## config.mk

```make
export PLATFORM = sky130hd
export DESIGN_NAME = dff_delay_line
export DESIGN_NICKNAME = d
export VERILOG_FILES = /design/src/rtl/dff_delay_line.sv
export SDC_FILE = /design/constraint.sdc
export NUM_CORES = 1
export LEC_CHECK = 0
export CAP_MARGIN = 30
export CORE_MARGIN = 2
export CORE_UTILIZATION = 25
export DETAILED_ROUTE_END_ITERATION = 16
export GPL_TIMING_DRIVEN = 0
export PLACE_DENSITY_LB_ADDON = 0.12
export REMOVE_ABC_BUFFERS = 1
export SLEW_MARGIN = 20
export SYNTH_ARGS = -nofsm -noshare
export SYNTH_HDL_FRONTEND = slang
export SYNTH_SLANG_ARGS = --single-unit
export TNS_END_PERCENT = 100
```

## constraint.sdc

```tcl
create_clock -name clk -period 2.9 [get_ports clk]
set_clock_uncertainty 0.05 [all_clocks]
set_input_delay 0.725 -clock clk [delete_from_list [all_inputs] [get_ports clk]]
set_output_delay 0.725 -clock clk [all_outputs]
set_load 0.005 [all_outputs]
```

## src/rtl/dff_delay_line.sv

```systemverilog
// dff_delay_line: stallable DEPTH-stage WIDTH-bit delay line with valid tracking, flush and registered occupancy.
// Ports: clk, rst (sync, active-high), en (advance), d/d_valid (stage-0 input), flush (invalidate all),
//        q/q_valid (last stage), occupancy (count of valid stages).
module dff_delay_line #(
  parameter int WIDTH = 8,
  parameter int DEPTH = 4,
  parameter logic [WIDTH-1:0] RST_VAL = {WIDTH{1'b0}}
) (
  input  logic                         clk,
  input  logic                         rst,
  input  logic                         en,
  input  logic [WIDTH-1:0]             d,
  input  logic                         d_valid,
  input  logic                         flush,
  output logic [WIDTH-1:0]             q,
  output logic                         q_valid,
  output logic [$clog2(DEPTH+1)-1:0]   occupancy
);
  localparam int OW = $clog2(DEPTH+1);
  logic [WIDTH-1:0] stage [DEPTH];
  logic [DEPTH-1:0] valid, valid_nxt;
  logic [OW-1:0]    count_nxt;
  // occupancy is the popcount of the next valid vector so it lands on the same edge as the bits it counts
  always_comb begin
    valid_nxt = valid;
    if (en) begin
      valid_nxt[0] = d_valid;
      for (int i = 1; i < DEPTH; i++) valid_nxt[i] = valid[i-1];
    end
    if (flush) valid_nxt = '0;
    count_nxt = '0;
    for (int i = 0; i < DEPTH; i++) count_nxt = count_nxt + OW'(valid_nxt[i]);
  end
  // flush leaves data untouched; only the valid bits are cleared
  always_ff @(posedge clk) begin
    if (rst) begin
      for (int i = 0; i < DEPTH; i++) stage[i] <= RST_VAL;
      valid     <= '0;
      occupancy <= '0;
    end else begin
      if (en && !flush) begin
        stage[0] <= d;
        for (int i = 1; i < DEPTH; i++) stage[i] <= stage[i-1];
      end
      valid     <= valid_nxt;
      occupancy <= count_nxt;
    end
  end
  assign q       = stage[DEPTH-1];
  assign q_valid = valid[DEPTH-1];
endmodule

```

* Yosys cells after proc, flatten, opt, wreduce, memory -nomap -nowiden
Memories as Yosys holds them, arrays and structs flattened.
Cells that the tools add are included.
** Word-level totals
- Flip-flop bits (word level) :: 7
- Bits in writable memories :: 32
- Input port bits :: 13
- Output and inout bits :: 12
- Memories kept :: 1
** Cells by class
- Add/sub/neg operators :: 3
- Mux-type cells :: 11
- Bitwise operators :: 4
- Reductions and logical operators :: 2
** Memory list
- stage :: depth 4, bits a word 8, rd ports 4, clocked after Yosys merged registers in 0, wr ports 4, RTL line 20 : logic [WIDTH-1:0] stage [DEPTH];
** Operators by type and width (count)
- 2-to-1 mux 8 bit :: 4
- 2-to-1 mux 4 bit :: 2
- 2-to-1 mux 1 bit :: 5
- OR 1 bit :: 4
- adder 2 x 1 -> 3 bit :: 1
- adder 3 x 1 -> 3 bit :: 1
- adder 1 x 1 -> 2 bit :: 1
- logical AND 1 bit :: 1
- zero test 1 bit :: 1

* Depth between registers and ports, before layout
Gate-level depths: netlist of run 1.
- Depth in word-level cells :: 6
- Mapped depth :: 7

* Least setup slack after synthesis of run 1
Ideal clock, no wire load.
- Kind :: input to register
- Start :: input en
- End :: register occupancy[1]
- Setup time :: 0.119 ns
- Arrival time :: 2.162 ns
- Setup slack :: 0.569 ns
- Stages :: 7
- Cells stage by stage :: buf_4 mux2i_1 nor2_1 fa_1 ha_1 ha_1 nor2b_1
** On the way
- Cells in the longest elaborated chain, start to end :: 5
** Ends and longest elaborated chain
- start: declaration :: RTL line 11 : input logic en,
- 2-to-1 mux 4 bit :: RTL line 26 : if (en) begin
- 2-to-1 mux 4 bit :: RTL line 30 : if (flush) valid_nxt = '0;
- via valid_nxt[0] :: RTL line 21 : logic [DEPTH-1:0] valid, valid_nxt;
- adder 1 x 1 -> 2 bit :: RTL line 32 : for (int i = 0; i < DEPTH; i++) count_nxt = count_nxt + OW'(valid_nxt[i]);
- adder 2 x 1 -> 3 bit :: RTL line 32
- adder 3 x 1 -> 3 bit :: RTL line 32
- via count_nxt[1] :: RTL line 22 : logic [OW-1:0] count_nxt;
- end signal: assignment :: RTL line 46 : occupancy <= count_nxt;
- end: declaration :: RTL line 17 : output logic [$clog2(DEPTH+1)-1:0] occupancy
The timed path passes the listed nets, and every way through them passes these cells.
A chain may end at the register's enable or synchronous reset.

* Worst setup path after layout of run 1
Same ends and word-level chain as after synthesis.

==> summary.md, run 1 <==
| Metric | Value |
|---|---|
| RSZ-0062 raised after global routing | `no` |
| Final Hold Viols | `0` |
| Hold Buf Count CTS | `0` |
| Crit start category | `input pin` |
| Post-synthesis sequential element count | `39` |
| Worst path arrival time | `~2800 ps` |
| Antenna diode count | `0` |
| Total gr overflow | `0` |
| TNS Setup | `0 ps` |
| PD cells | `548 mW/mm^2` |
| WS Path Type | `in -> reg` |
| Count of different cell masters after synthesis | `16` |
| Vias in the first global route | `709` |
| Antenna violations before repair | `0` |
| Area contributors post-synth | `edfxtp_1 (61%), and2_1 (13%), dfxtp_1 (8.9%), buf_4 (4.3%), mux2i_1 (2.6%)` |
| Post-synth EDFFs | `32` |
| Hold_ws | `465 ps` |
| Asr flop ratio synth | `0%` |
| Max_slew headroom | `52.9%` |
| Crit. Startpoint | `en` |
| YS warnings | `0` |
| Final non-filler cell total | `199` |
| Total I/O pin count | `25` |
| Core Area | `0.00599 sq mm` |
| Top-area cell type share of the netlist area | `61.2%` |
| H-tree lvl count | `2` |
| Proportion of layout cells with a drive suffix above 1 | `7.26%` |
| Die Y | `83.2 um` |
| DRT iter0 DRCs | `67` |
| R2r worst-path depth | `6` |
| CTS tree | `done` |
| Overall die width | `~83 um` |
| Max-slew violations | `0` |
| PostCTS Resize Cnt | `0` |
| Area occupied by multi-input gates | `367 sq um` |
| Worst-Skew Late Latency | `280 ps` |
| Status | `completed` |
| Reg clk slew, reported paths | `70 ps` |
| Worst setup EP type | `flop` |
| Max Cap Viol | `0` |
| Crit share post-route | `93.8%` |
| GR Util All Layers | `between 6 and 7%` |
| Detailed-router iteration count before antenna repair | `4` |
| Type of the worst min-delay path | `reg -> reg` |
| Cell Rows | `28` |
| Top cells by count, synth | `and2_1 (32), edfxtp_1 (32), buf_4 (9)` |
| CP max FO | `6` |
| Routed vias/inst | `3.72` |
| Register area share after synthesis | `70.2%` |
| Post-Syn Area | `0.00157 sq mm` |
| P&R area growth vs syn | `21.0%` |
| DRT Wirelength | `1950 um` |
| Nets@finish | `140` |
| Seq. cell area | `0.00110 sq mm` |
| Global-route wire length before repair | `3250 um` |
| Post-CTS Setup Bufs | `0` |
| Fillers | `582` |
| Leak | `a little over 0.7 nW` |
| Largest net degree at the start of global routing | `33` |
| Gate Count Post-Synth | `106` |
| Mean area per synthesized cell | `between 10 and 15 sq um` |
| R2R setup slack | `1050 ps` |
| # setup viols final | `0` |
| # port buffers | `24` |
| Worst-Margin Slew | `a little over 700 ps` |
| Max clock buf depth | `2` |
| Maximum clock rate | `0.367 GHz` |
| Peak VDD IR | `192 uV` |
| Reg2reg end | `occupancy[1]$_SDFF_PP0_` |
| Global placer's final weighted congestion | `0.633` |
| Final antenna-violating net count | `0` |
| Vias | `741` |
| Clk root buf | `clkbuf_8` |
| CTS buffer count | `5` |
| Top_reg_cell synth | `edfxtp_1` |
| RR Startpoint | `valid[0]$_SDFF_PP0_` |
| Total placed cells including tap cells | `191` |
| CP endpoint | `occupancy[1]$_SDFF_PP0_` |
| DR DRC count | `0` |
| Tmin final | `around 2700 ps` |
| Clk sinks | `39` |
| Post-detail-place hpwl | `approximately 1200 um` |
| Area leader, netlist | `edfxtp_1` |
| Wire per inst | `9.79 um` |
| Initial Util | `about a quarter` |
| Area of the die | `0.00693 sq mm` |
| Req. time, crit path | `3010 ps` |
## cell families after synthesis
logic type | count (synthesis) | synth area share (%)
AO/OA/AOI/OAI | 1 | 0.479
AND/OR/NAND/NOR | 44 | 17.4
adder cells (fa/ha/maj) | 3 | 2.87
flip-flops | 39 | 70.2
multiplexers | 4 | 2.55
buffers and inverters | 15 | 6.54
## through the flow
step                      power, mW  setup WS [ps]  cell area [sq um]  utilization (%)
final                          1.04            179               1900             31.7
after global placement        0.718          -48.1               1800             30.1
after global routing           1.08           73.2               1900             31.7
after CTS                      1.06            176               1880             31.4
after detailed placement      0.720           -129               1810             30.1
after floorplan               0.678            722               1470                -
## metal layers
| layer | global-route usage [%] | part of all wire, % | vias to the layer above |
|---|---|---|---|
| li1 | - | - | 381 |
| met1 | 5.94 | 42 | 331 |
| met2 | 10.0 | 48 | 22 |
| met3 | 3.58 | 7.2 | 7 |
| met4 | 4.02 | 3.0 | 0 |
| met5 | 0 | 0 | - |
## worst min path at each step
| stage | endpoint | start | slack (ps) | depth (start not counted) |
|---|---|---|---|---|
| after CTS | stage[0][20]$_SDFFCE_PN0P_ | stage[0][12]$_SDFFCE_PN0P_ | 470 | 1 |
| after global placement | stage[0][21]$_SDFFCE_PN0P_ | stage[0][13]$_SDFFCE_PN0P_ | 450 | 1 |
| final | stage[0][20]$_SDFFCE_PN0P_ | stage[0][12]$_SDFFCE_PN0P_ | 470 | 1 |
| after detailed placement | stage[0][23]$_SDFFCE_PN0P_ | stage[0][15]$_SDFFCE_PN0P_ | 450 | 1 |
| after floorplan | stage[0][10]$_SDFFCE_PN0P_ | stage[0][2]$_SDFFCE_PN0P_ | 450 | 1 |
| after global routing | stage[0][25]$_SDFFCE_PN0P_ | stage[0][17]$_SDFFCE_PN0P_ | 480 | 1 |
## worst max-delay path, stage by stage
cell             delay, ps
clkdlybuf4s50_1        640
mux2i_1                280
nor2_1                  90
fa_1                   510
ha_1                   200
ha_1                   260
nor2b_1                120
## report_power, final
part	switching (mW)	leakage [nW]	internal, mW
clock	0.172	0.0414	0.160
sequential	0.00517	0.395	0.637
combinational	0.0285	0.280	0.0363
## sequential cells by signal, summed over array words and instances, names as in the netlist
signal     cells
stage         32
valid          4
occupancy      3
## layout by cell type, fill, tap and decap left out, drive strengths merged, types with 3 or more instances in the layout
cell | synthesis | layout
and2 | 32 | 32
clkbuf | 3 | 5
clkdlybuf4s50 | 0 | 24
dfxtp | 7 | 7
edfxtp | 32 | 32
mux2i | 4 | 4
nor2 | 4 | 4
nor2b | 3 | 3
nor3 | 4 | 4
## layout make-up
class	count	area share [%]
Inverter	1	0.198
Tap cell	75	4.94
Multi-Input combinational cell	52	19.3
Clock inverter	2	0.461
Clock buffer	5	3.63
Sequential cell	39	58.0
Timing Repair Buffer	25	13.4
Note: power is estimated with default switching activity, not from simulation.
==> inputs of run 2 (changes only) <==
- CORE_UTILIZATION: 25 -> 52
- SKIP_LAST_GASP: default -> 1
- TNS_END_PERCENT: 100 -> default
==> run 2 against run 1 <==
Against the previous run:
- the flow now finishes with violations (design-rule violations)
- first-iteration DRC count is 78% lower
- die area shrank 50%
- combinational power is essentially flat
- worst setup slack improved by 85 ps
- sequential cell count is the same
- register-to-register slack improved by 30 ps
- sequential power is essentially flat
- non-clock buffer count is the same
- critical endpoint unchanged
==> summary.md, run 2 (same netlist as run 1, synthesis figures left out) <==
| Metric | Value |
|---|---|
| Status | `complete, but fails checks` |
| Failing checks | `design-rule violations` |
| Max clock buf depth | `2` |
| Reg clk slew, reported paths | `100 ps` |
| Clk root buf | `clkbuf_4` |
| Maximum clock rate | `0.379 GHz` |
| Hold Buf Count CTS | `0` |
| H-tree lvl count | `2` |
| CP endpoint | `occupancy[1]$_SDFF_PP0_` |
| Vias in the first global route | `721` |
| Type of the worst min-delay path | `reg -> reg` |
| # port buffers | `24` |
| Wire per inst | `10.9 um` |
| Global placer's final weighted congestion | `0.782` |
| Detailed-router iteration count before antenna repair | `10` |
| Req. time, crit path | `3050 ps` |
| Core Area | `0.00281 sq mm` |
| Total gr overflow | `0` |
| Peak VDD IR | `399 uV` |
| Global-route wire length before repair | `about 2900 um` |
| Nets@finish | `140` |
| Cell Rows | `19` |
| Die Y | `58.9 um` |
| Post-CTS Setup Bufs | `0` |
| Biggest register | `stage` |
| Antenna diode count | `0` |
| Final antenna-violating net count | `0` |
| Final worst slack | `between 200 and 300 ps` |
| # setup viols final | `0` |
| Routed vias/inst | `4.76` |
| Max_slew headroom | `approximately 44%` |
| Crit. Startpoint | `en` |
| Crit start category | `input pin` |
| Largest register FFs | `32` |
| Switching portion of total power | `19.6%` |
| Worst setup EP type | `flop` |
| RSZ-0062 raised after global routing | `no` |
| Antenna violations before repair | `0` |
| Max Cap Viol | `0` |
| Seq. cell area | `0.00110 sq mm` |
| DRT iter0 DRCs | `15` |
| Hold_ws | `476 ps` |
| CP max FO | `6` |
| R2r worst-path depth | `6` |
| GR Util All Layers | `11.7%` |
| Dpl cell area | `0.00176 sq mm` |
| Overall die width | `between 50 and 60 um` |
| Proportion of layout cells with a drive suffix above 1 | `under 10%` |
| R2R setup slack | `1080 ps` |
| Total I/O pin count | `25` |
| RR Startpoint | `valid[0]$_SDFF_PP0_` |
| Area occupied by multi-input gates | `365 sq um` |
| Most frequent cells in the layout | `and2_1 (32), edfxtp_1 (32), clkdlybuf4s50_1 (24)` |
| Vias | `742` |
| Final Hold Viols | `0` |
| Final instance area | `~0.0018 sq mm` |
| Area of the die | `0.00347 sq mm` |
| Worst-Margin Slew | `843 ps` |
| PostCTS Resize Cnt | `0` |
| Post-detail-place hpwl | `1120 um` |
| Internal Power | `768 uW` |
| Largest registers | `stage (32), valid (4), occupancy (3)` |
| Leak | `0.706 nW` |
| PD cells | `526 mW/mm^2` |
| Fillers | `between 200 and 250` |
| DR DRC count | `3` |
| Sequential share of power | `67.3%` |
| Clk sinks | `39` |
| Place WS | `-73.8 ps` |
| Switch Pwr | `187 uW` |
| Initial Util | `55.9%` |
| Largest net degree at the start of global routing | `33` |
| DRT Wirelength | `1690 um` |
| Combinational share of power | `6.8%` |
| Worst path arrival time | `between 2000 and 3000 ps` |
| Max-slew violations | `0` |
| CTS tree | `done` |
| WS Path Type | `in -> reg` |
| Crit share post-route | `90.9%` |
| Worst-Skew Late Latency | `320 ps` |
| Reg2reg end | `occupancy[1]$_SDFF_PP0_` |
| P&R area growth vs syn | `15.6%` |
| Tmin final | `roughly 2600 ps` |
| CTS buffer count | `5` |
| Final Power | `955 uW` |
| Clock power share | `around a quarter` |
## run 2: power by group through the flow
stage,clock network (mW),registers [mW],logic [mW]
2_1_floorplan,0,0.655,0.0223
3_3_place_gp,0,0.654,0.0606
3_5_place_dp,0,0.655,0.0656
4_1_cts,0.262,0.642,0.0657
5_1_grt,0.281,0.645,0.0716
6_report,0.248,0.642,0.0646
## run 2: critical path, cell delays in order
cell and delay, ps:
clkdlybuf4s50_1 640, mux2i_1 280, nor2_1 90, fa_1 490
ha_1 190, ha_1 260, nor2b_1 120
## run 2: through the flow
| step | utilization (%) | TNS, ps | cells |
|---|---|---|---|
| 6_report | 64.7 | 0 | 156 |
| 5_1_grt | 64.7 | 0 | 156 |
| 4_1_cts | 64.7 | 0 | 156 |
| 3_5_place_dp | 62.9 | -73.8 | 148 |
| 3_3_place_gp | 62.4 | -26.1 | 147 |
| 2_1_floorplan | - | 0 | 92 |
## run 2: worst min path at each step
| stage | start | endpoint | slack (ps) | depth (start not counted) |
|---|---|---|---|---|
| after floorplan | stage[0][2]$_SDFFCE_PN0P_ | stage[0][10]$_SDFFCE_PN0P_ | 450 | 1 |
| after CTS | stage[0][19]$_SDFFCE_PN0P_ | stage[0][27]$_SDFFCE_PN0P_ | 480 | 1 |
| after detailed placement | stage[0][19]$_SDFFCE_PN0P_ | stage[0][27]$_SDFFCE_PN0P_ | 450 | 1 |
| final | stage[0][19]$_SDFFCE_PN0P_ | stage[0][27]$_SDFFCE_PN0P_ | 480 | 1 |
| after global placement | stage[0][4]$_SDFFCE_PN0P_ | stage[0][12]$_SDFFCE_PN0P_ | 450 | 1 |
| after global routing | stage[0][12]$_SDFFCE_PN0P_ | stage[0][20]$_SDFFCE_PN0P_ | 490 | 1 |
## run 2: cell type report
cell class                      count  area share, %
Multi-Input combinational cell     52           20.1
Clock buffer                        7           2.48
Clock inverter                      1          0.276
Sequential cell                    39           60.7
Inverter                            1          0.207
Timing Repair Buffer               25           14.1
Tap cell                           31           2.14
## run 2: per-layer routing
layer / share of wire (%) / up-vias / routed length [um] / track usage (%)
met5: 0 / - / 0 / 0
met1: 45 / 329 / 757 / 11.9
met3: 5.6 / 2 / 95 / 4.62
met2: 49 / 25 / 824 / 20.6
met4: 1.0 / 0 / 17 / 5.84
li1: - / 386 / - / -
